[config.mk]
export PLATFORM = sky130hd
export DESIGN_NAME = ff_pipeline
export DESIGN_NICKNAME = d
export VERILOG_FILES = /design/src/rtl/ff_pipeline.sv
export SDC_FILE = /design/constraint.sdc
export NUM_CORES = 1
export LEC_CHECK = 0
export ABC_AREA = 0
export CAP_MARGIN = 20
export CORE_MARGIN = 2
export CORE_UTILIZATION = 59
export CTS_CLUSTER_DIAMETER = 120
export DETAILED_ROUTE_END_ITERATION = 7
export PLACE_DENSITY_LB_ADDON = 0.2
export SYNTH_ARGS = -nofsm -noshare
export SYNTH_HDL_FRONTEND = slang
export SYNTH_SLANG_ARGS = --single-unit
[constraint.sdc]
create_clock -name Clk -period 3.27 [get_ports Clk]
set_input_delay 0.654 -clock Clk [delete_from_list [all_inputs] [get_ports Clk]]
set_output_delay 0.654 -clock Clk [all_outputs]
set_load 0.02 [all_outputs]
[src/rtl/ff_pipeline.sv]
// Elastic register pipeline: DEPTH valid/data stages joined by a combinational
// ready chain, with bubble collapsing, synchronous flush and an occupancy count.
module ff_pipeline #(
    parameter int               WIDTH     = 8,
    parameter int               DEPTH     = 4,
    parameter logic [WIDTH-1:0] RESET_VAL = '0,
    localparam int              CW        = $clog2(DEPTH + 1)
) (
    input  logic             Clk,
    input  logic             Rst,
    input  logic             Flush,
    input  logic [WIDTH-1:0] In_Data,
    input  logic             In_Valid,
    output logic             In_Ready,
    output logic [WIDTH-1:0] Out_Data,
    output logic             Out_Valid,
    input  logic             Out_Ready,
    output logic [CW-1:0]    Count
);

    logic [DEPTH-1:0] v_q, v_d;
    logic [WIDTH-1:0] d_q [DEPTH];
    logic [WIDTH-1:0] d_d [DEPTH];
    logic [DEPTH-1:0] en;
    logic [DEPTH-1:0] src_v;
    logic [WIDTH-1:0] src_d [DEPTH];
    logic [CW-1:0]    count_q, count_d;
    logic             accept, pop;

    // A stage may load when it is empty or when the stage ahead of it is moving.
    always_comb begin
        en = '0;
        en[DEPTH-1] = !v_q[DEPTH-1] || Out_Ready;
        for (int k = DEPTH - 2; k >= 0; k--) begin
            en[k] = !v_q[k] || en[k+1];
        end
    end

    assign In_Ready = en[0] && !Flush;
    assign accept   = In_Valid && In_Ready;
    assign pop      = v_q[DEPTH-1] && Out_Ready;

    for (genvar gi = 0; gi < DEPTH; gi++) begin : g_src
        if (gi == 0) begin : g_head
            assign src_v[gi] = accept;
            assign src_d[gi] = In_Data;
        end else begin : g_body
            assign src_v[gi] = v_q[gi-1];
            assign src_d[gi] = d_q[gi-1];
        end
    end

    always_comb begin
        v_d     = v_q;
        d_d     = d_q;
        count_d = count_q;
        if (Flush) begin
            v_d     = '0;
            count_d = '0;
            for (int k = 0; k < DEPTH; k++) begin
                d_d[k] = RESET_VAL;
            end
        end else begin
            for (int k = 0; k < DEPTH; k++) begin
                if (en[k]) begin
                    v_d[k] = src_v[k];
                    // Data only moves with a valid token so empty stages keep their last value.
                    if (src_v[k]) begin
                        d_d[k] = src_d[k];
                    end
                end
            end
            count_d = count_q + CW'(accept) - CW'(pop);
        end
    end

    always_ff @(posedge Clk or negedge Rst) begin
        if (!Rst) begin
            v_q     <= '0;
            count_q <= '0;
            for (int k = 0; k < DEPTH; k++) begin
                d_q[k] <= RESET_VAL;
            end
        end else begin
            v_q     <= v_d;
            d_q     <= d_d;
            count_q <= count_d;
        end
    end

    assign Out_Valid = v_q[DEPTH-1];
    assign Out_Data  = d_q[DEPTH-1];
    assign Count     = count_q;

endmodule

== Word level (Yosys, flattened, before mapping) ==
Index checks and enable logic that the tools add are counted.

* Bits in registers: 39
* Input port bits: 13
* Output and inout port bits: 13
* Word-level logic and storage cells: 50

* Add/sub/neg operators: 2
* Multiplexer cells: 15
* Reductions and logical operators: 24

{| class="wikitable"
|+ Operator list
! kind !! number
|-
| $mux W8 || 8
|-
| $mux W32 || 1
|-
| $reduce_bool A2 Y1 || 8
|-
| $reduce_and A2 Y1 || 4
|-
| $logic_not A1 Y1 || 5
|-
| $logic_or A1 B1 Y1 || 4
|-
| $mux W1 || 4
|-
| $mux W4 || 1
|-
| $add A3 B1 Y3 || 1
|-
| $logic_and A1 B1 Y1 || 3
|-
| $mux W3 || 1
|-
| $sub A3 B1 Y3 || 1
|}

== Longest topological paths before layout ==
Gate-level depths: netlist (run 1).

* Depth after elaboration: 10
* Gate-level depth with buffers: 11
* Mapped depth without buffers: 10

== Worst setup path after synthesis (run 1) ==
Ideal clock, no wire load.

* Path kind: input port to flip-flop
* Start: input Out_Ready
* End: register count_q[2] (netlist: Count[2])
* Library setup time: 0.121 ns
* Data arrival time: 2.562 ns
* Data required time: 3.149 ns
* Setup slack: 0.587 ns
* Cell stages on the path: 11
* Buffers on the path: 1
* Cell sequence: and4b_2 -> buf_6 -> a21oi_1 -> nand2_1 -> ha_1 -> inv_1 -> ha_1 -> inv_1 -> fa_1 -> xnor2_1 -> nor2_1

* Cells in the longest elaborated chain, start to end: 9
* Elaborated cells between the ends (all ways): 10
* Those cells by class: add/sub (2); mux (1); reduce/logical (7)

{| class="wikitable"
|+ RTL lines
! what !! RTL line !! source
|-
| from (decl) || 17 || <nowiki>input logic Out_Ready,</nowiki>
|-
| $logic_or A1 B1 Y1 || 33 || <nowiki>en[DEPTH-1] = !v_q[DEPTH-1] || Out_Ready;</nowiki>
|-
| $logic_or A1 B1 Y1 (3 in series) || 35 || <nowiki>en[k] = !v_q[k] || en[k+1];</nowiki>
|-
| $logic_and A1 B1 Y1 || 39 || <nowiki>assign In_Ready = en[0] && !Flush;</nowiki>
|-
| named net In_Ready || 14 || <nowiki>output logic In_Ready,</nowiki>
|-
| $logic_and A1 B1 Y1 || 40 || <nowiki>assign accept = In_Valid && In_Ready;</nowiki>
|-
| $add A3 B1 Y3 || 73 || <nowiki>count_d = count_q + CW'(accept) - CW'(pop);</nowiki>
|-
| $sub A3 B1 Y3 || 73 ||
|-
| $mux W3 || 57 || <nowiki>if (Flush) begin</nowiki>
|-
| named net count_d[2] || 27 || <nowiki>logic [CW-1:0] count_q, count_d;</nowiki>
|-
| to (signal assigned) || 87 || <nowiki>count_q <= count_d;</nowiki>
|-
| to (decl) || 27 ||
|}

The timed path passes the listed nets, and every way through them passes these cells.
A chain may end at the register's enable or synchronous reset.

== Worst setup path after layout (run 1) ==
* Start: input Out_Ready
* End: output In_Ready

* Cells in the longest elaborated chain, start to end: 5

{| class="wikitable"
|+ RTL lines
! what !! RTL line
|-
| $logic_or A1 B1 Y1 || 33
|-
| $logic_or A1 B1 Y1 (3 in series) || 35
|-
| $logic_and A1 B1 Y1 || 39
|-
| to (decl) || 14
|}

Every way passes these cells.

==> metrics.md, run 1 <==
| Metric | Value |
|---|---|
| 1st-pass router iterations | `4` |
| Slew HR | `roughly 65%` |
| Leak pwr | `0.971 nW` |
| Period utilization | `just under 90%` |
| Number of flops mapped to enable cells by yosys | `0` |
| Cts hold-fix bufs | `0` |
| Fraction of registers with async set or reset after synthesis | `100%` |
| Layout fillers | `272` |
| Fin Setup TNS | `0 ps` |
| Storage cell area | `976 um^2` |
| # rows | `21` |
| Syn Nets | `between 200 and 250` |
| Run status | `finished clean` |
| Total CTS buffers | `5` |
| Vias per cell | `approximately 5.7` |
| Total Nets Final | `216` |
| Register area share after synthesis | `47.4%` |
| Max clock buf depth | `2` |
| Count leader, synth | `dfrtp_1` |
| CTS H-tree lvls | `2` |
| Seq cells post-synth | `39` |
| Initial Util | `61.7%` |
| Worst Hold Class | `flop to flop` |
| Drt total wl | `3.62 mm` |
| Die width | `63.1 um` |
| Clock Sink Count | `39` |
| WP data required | `2620 ps` |
| Maximum vdd drop | `0.237 mV` |
| CTS tree | `built` |
| Worst-Skew Late Latency | `340 ps` |
| Core box area | `0.00334 mm^2` |
| Antenna violations before repair | `0` |
| Initial DRC count | `56` |
| Largest net degree at the start of global routing | `58` |
| Pins Over Slew Limit | `0` |
| Mean Syn Cell Area | `11.1 um^2` |
| Final Hold Fails | `0` |
| N_diodes | `0` |
| Gr usage total | `21.1%` |
| Setup Crit Path Kind | `input pin to output pin` |
| PD cells | `~380 mW/mm^2` |
| Most used DFF post-synth | `dfrtp_1` |
| Worst-path clk slew | `around 110 ps` |
| Via count | `between 1000 and 1500` |
| Placer Congestion | `0.742` |
| Pre-CTS setup slack | `295 ps` |
| Vias in the first global route | `1404` |
| Ranking of synthesized cells by area | `dfrtp_1, mux2i_1, or2b_2, buf_4, a32oi_1` |
| First-pass GRT wire length | `approximately 6.6 mm` |
| Setup crit start kind | `input pin` |
| Most common library cells after synthesis | `dfrtp_1, mux2i_1, a21oi_1, or2b_2, nand2b_1` |
| Wirelength per Cell | `14.7 um` |
| Area of the multi-input gates | `903 um^2` |
| Die Span Y | `63.1 um` |
| Layout cells sized above 1 | `13.9%` |
| CTS resizes | `0` |
| Post-DP HPWL | `2.53 mm` |
| Mapped Cells | `around 190` |
| Area leader, netlist | `dfrtp_1` |
| RSZ-0062 raised after global routing | `false` |
| PnR worst setup slack | `342 ps` |
| # Max-Cap Violations | `0` |
| Cell variety after synth | `30` |
| Root buf cell | `clkbuf_4` |
| Worst Path Arrival | `roughly 2300 ps` |
| Clock Skews | `approximately 11 ps` |
| Synthesized cell area | `0.00206 mm^2` |
| CP Max Fanout | `4` |
| Post-CTS setup buffers | `0` |
| Final Critical Period | `2930 ps` |
| Global route total overflow | `0` |
| Warnings, synthesis | `0` |
| Worst-margin pin slew | `526 ps` |
| # IOs | `26` |
| Share of the synthesized area in the top cell type | `roughly 47%` |
| Layout area overhead | `11.7%` |
| DRC violations left | `0` |
| Port bufs | `25` |
| ANT nets after route | `0` |
| Setup-failing EPs final | `0` |
| Die ar. | `0.00398 mm^2` |
| F_max | `roughly 0.34 GHz` |
| Worst setup EP type | `output pin` |
[critical path, stage by stage]
cell and delay, ps:
clkdlybuf4s50_1 510, and4b_2 250, a21oi_1 210, clkdlybuf4s50_1 650
[worst paths after layout]
kind	from	cells after the start	to	slack, ps
min in group asynchronous	Rst	2	Count[0]$_DFF_PN0_	730
max in group asynchronous	Rst	2	d_q[27]$_DFFE_PN0P_	2200
worst min register to register	d_q[15]$_DFFE_PN0P_	2	Out_Data[7]$_DFFE_PN0P_	530
worst min-delay path	d_q[15]$_DFFE_PN0P_	2	Out_Data[7]$_DFFE_PN0P_	530
worst max-delay path	Out_Ready	4	In_Ready	340
worst max register to register	v_q[2]$_DFFE_PN0P_	10	Count[2]$_DFF_PN0_	770
[area by class of cell]
class                           count  area share, %
Clock buffer                        7           1.96
Inverter                            3           1.03
Sequential cell                    39           42.5
Timing Repair Buffer               30           12.5
Tap cell                           46           2.50
Multi-Input combinational cell    121           39.3
Clock inverter                      1          0.218
[per-stage QoR]
stage          area, um^2  util (%)  std cells  power (mW)  hold WS (ps)
2_1_floorplan        2060         -        185       0.590           358
3_3_place_gp         2250      67.4        239       0.632           517
3_5_place_dp         2250      67.4        239       0.639           519
4_1_cts              2300      68.9        247       0.869           537
5_1_grt              2300      68.9        247       0.909           570
6_report             2300      68.9        247       0.867           534
[power by group]
group | internal [mW] | switching, mW | total (mW)
combinational | 0.0537 | 0.0574 | 0.111
sequential | 0.501 | 0.0171 | 0.518
clock | 0.0840 | 0.154 | 0.238
total | 0.638 | 0.228 | 0.867
[cell families after synthesis]
kind of cell             after synthesis  synth area share [%]
flip-flops                            39                  47.4
XOR/XNOR                               2                 0.851
buffers and inverters                 25                  8.69
multiplexers                          16                  7.78
AO/OA/AOI/OAI                         37                  12.0
AND/OR/NAND/NOR                       63                  21.1
adder cells (fa/ha/maj)                3                  2.19
[placed cells by master (no fill, tap or decap), types with 2 or more instances in the layout]
master and instances:
or2b_1 2, a21oi_1 12, clkdlybuf4s50_1 25, mux2i_1 16, dfrtp_1 39, nand4b_1 8, or2b_2 12, clkbuf_1 2
ha_1 2, nand3_1 8, nand3b_1 8, clkbuf_4 5, o21ai_0 8, buf_4 5, a32oi_1 8, nor2b_1 2
nand2b_1 11, o211ai_1 8, inv_1 2, nor2_1 8
[per-layer routing]
layer	GRT usage, %	routed length [um]
met2	36.2	1870
met5	0	0
met4	7.22	53
met1	26.7	1580
met3	4.29	122
[sequential cells by signal (all words and copies together), names as in the netlist]
signal	flops
d_q	24
Out_Data	8
v_q	4
Count	3
(Power assumes the default switching activity.)
==> inputs of run 2 (changes only) <==
--- a/config.mk
+++ b/config.mk
@@ -12,6 +12,7 @@
 export CTS_CLUSTER_DIAMETER = 120
 export DETAILED_ROUTE_END_ITERATION = 7
 export PLACE_DENSITY_LB_ADDON = 0.2
+export SKIP_LAST_GASP = 1
 export SYNTH_ARGS = -nofsm -noshare
 export SYNTH_HDL_FRONTEND = slang
 export SYNTH_SLANG_ARGS = --single-unit
==> results of run 2 <==
No change in the layout: final DEF, timing and power equal those of run 1.
==> inputs of run 3 (changes only) <==
--- a/config.mk
+++ b/config.mk
@@ -7,11 +7,13 @@
 export LEC_CHECK = 0
 export ABC_AREA = 0
 export CAP_MARGIN = 20
+export CORE_ASPECT_RATIO = 0.7
 export CORE_MARGIN = 2
 export CORE_UTILIZATION = 59
 export CTS_CLUSTER_DIAMETER = 120
 export DETAILED_ROUTE_END_ITERATION = 7
 export PLACE_DENSITY_LB_ADDON = 0.2
+export SKIP_CTS_REPAIR_TIMING = 1
 export SKIP_LAST_GASP = 1
 export SYNTH_ARGS = -nofsm -noshare
 export SYNTH_HDL_FRONTEND = slang
==> run 3 against run 2 <==
Sequential share of layout area decreased by 1.1 points. Sequential power about the same. Count of clock-buffer cells in the layout increased by 1. Critical path type unchanged. Critical endpoint unchanged.
==> metrics.md, run 3 (synthesis results as in run 1) <==
| Metric | Value |
|---|---|
| CP Max Fanout | `4 (unchanged)` |
| Worst flop-to-flop path startpoint | `v_q[1]$_DFFE_PN0P_` |
| Largest reg by FF count | `d_q` |
| F_max | `0.340 GHz (-0.37%)` |
| # IOs | `26 (unchanged)` |
| DRC violations left | `0 (unchanged)` |
| Max reg flops | `24 (unchanged)` |
| Worst Path Arrival | `2290 ps (+20 ps)` |
| Core box area | `0.00323 mm^2 (-3.1%)` |
| Largest net degree at the start of global routing | `58 (unchanged)` |
| Setup-failing EPs final | `0 (unchanged)` |
| Clock Sink Count | `39 (unchanged)` |
| R2R cell count | `10 (unchanged)` |
| Worst Hold Class | `flop to flop` |
| Period utilization | `89.9% (+0.33 points)` |
| 1st-pass router iterations | `4 (unchanged)` |
| Leak pwr | `0.998 nW (+2.8%)` |
| Max clock buf depth | `2 (unchanged)` |
| Clock Skews | `5.54 ps (-5.60 ps)` |
| Fin cells | `249 (+0.81%)` |
| Final core utilization | `72.9% (+4.0 points)` |
| Die width | `74.6 um (+18%)` |
| Total Nets Final | `217 (+0.46%)` |
| Die Span Y | `53.4 um (-15%)` |
| Post-DP HPWL | `2.63 mm (+4.0%)` |
| Layout area overhead | `14.5%` |
| Die ar. | `0.00398 mm^2 (+0.18%)` |
| CTS H-tree lvls | `2 (unchanged)` |
| Total CTS buffers | `5 (unchanged)` |
| CTS tree | `built` |
| Drt total wl | `3.96 mm (+9.3%)` |
| Final Critical Period | `2940 ps (+10.8 ps)` |
| Layout fillers | `245 (-9.9%)` |
| Placed Cells | `241 (+0.84%)` |
| Worst-Skew Late Latency | `290 ps (-50 ps)` |
| Setup crit start kind | `input pin` |
| Vias per cell | `5.77 (+1.2%)` |
| Commonest non-fill, non-tap cell in the layout | `dfrtp_1` |
| WP data required | `2620 ps (about the same)` |
| Global route total overflow | `0 (unchanged)` |
| RSZ-0062 raised after global routing | `false` |
| Vias in the first global route | `1448 (+3.1%)` |
| Gr usage total | `23.6% (+2.5 points)` |
| Maximum vdd drop | `0.347 mV (+47%)` |
| Worst r2r dst | `Count[2]$_DFF_PN0_` |
| Most frequent cells in the layout | `dfrtp_1, clkdlybuf4s50_1, mux2i_1` |
| # rows | `17 (-19%)` |
| Run status | `finished clean` |
| PD cells | `419 mW/mm^2 (+11%)` |
| First-pass GRT wire length | `6.80 mm (+3.4%)` |
| N_diodes | `0 (unchanged)` |
| Worst setup EP type | `output pin` |
| Worst-margin pin slew | `527 ps (+1.07 ps)` |
| Initial Util | `63.7% (+2.0 points)` |
| Fin Setup TNS | `0 ps (unchanged)` |
| Wirelength per Cell | `15.9 um (+8.4%)` |
| ANT nets after route | `0 (unchanged)` |
| Root buf cell | `clkbuf_8` |
| Worst-path clk slew | `70 ps (-40 ps)` |
| Pins Over Slew Limit | `0 (unchanged)` |
| Final Hold Fails | `0 (unchanged)` |
| R2R Setup Slk | `1040 ps (+270 ps)` |
| CP Capture Point | `In_Ready` |
| Pre-CTS setup slack | `336 ps (+40.5 ps)` |
| Setup Crit Path Kind | `input pin to output pin` |
| Initial DRC count | `67 (+20%)` |
| Port bufs | `25 (unchanged)` |
| Placer Congestion | `0.774 (+4.3%)` |
| PnR worst setup slack | `331 ps (-10.8 ps)` |
| Via count | `1437 (+2.0%)` |
| Slew HR | `64.8% (-0.20 points)` |
| Layout cells sized above 1 | `14.9% (+0.92 points)` |
| Antenna violations before repair | `0 (unchanged)` |
| # Max-Cap Violations | `0 (unchanged)` |
| Crit. Startpoint | `Out_Ready` |
run 3: changes by cell type in the layout (fill, tap and decap cells not counted), sizes merged:
cell    change
clkbuf      +1
buf         +1
clkinv      -1
run 3: stage by stage:
stage / area, um^2 / hold slack, ps / total power [mW]
6_report: 2360 / 531 / 0.987
5_1_grt: 2360 / 570 / 1.02
4_1_cts: 2360 / 536 / 0.993
3_5_place_dp: 2260 / 523 / 0.640
3_3_place_gp: 2260 / 521 / 0.634
2_1_floorplan: 2060 / 358 / 0.590
run 3: critical path: stages:
cell and delay [ps]:
clkdlybuf4s50_1 490, and4b_2 240, a21oi_1 240, clkdlybuf4s50_1 650
run 3: metal layers:
layer | vias to the layer above | wire (um) | GRT usage (%)
met5 | - | 0 | 0
met4 | 0 | 89 | 11.3
met3 | 11 | 196 | 5.71
met2 | 43 | 1750 | 36.0
met1 | 702 | 1930 | 31.6
li1 | 681 | - | -
run 3: worst min-delay path by stage:
stage                              startpoint                      end  slack [ps]  depth (start not counted)
final                     d_q[11]$_DFFE_PN0P_  Out_Data[3]$_DFFE_PN0P_         530                          2
after global routing       d_q[9]$_DFFE_PN0P_  Out_Data[1]$_DFFE_PN0P_         570                          2
after CTS                 d_q[11]$_DFFE_PN0P_  Out_Data[3]$_DFFE_PN0P_         540                          2
after detailed placement  d_q[11]$_DFFE_PN0P_  Out_Data[3]$_DFFE_PN0P_         520                          2
after global placement    d_q[28]$_DFFE_PN0P_      d_q[28]$_DFFE_PN0P_         520                          2
after floorplan                           Rst       Count[0]$_DFF_PN0_         360                          0
run 3: area by class of cell:
class | instances | area (um^2) | area share [%]
multi-input cells | 121 | 903 | 38.3
clock buffers | 8 | 100 | 4.25
repair buffers | 31 | 295 | 12.5
flip-flops and latches | 39 | 976 | 41.4
inverters | 3 | 23.8 | 1.01
well taps | 47 | 58.8 | 2.49
run 3: report_power, final:
part | switching, mW | total (mW) | internal [mW]
logic | 0.0599 | 0.114 | 0.0543
registers | 0.0167 | 0.518 | 0.501
clock network | 0.163 | 0.355 | 0.192
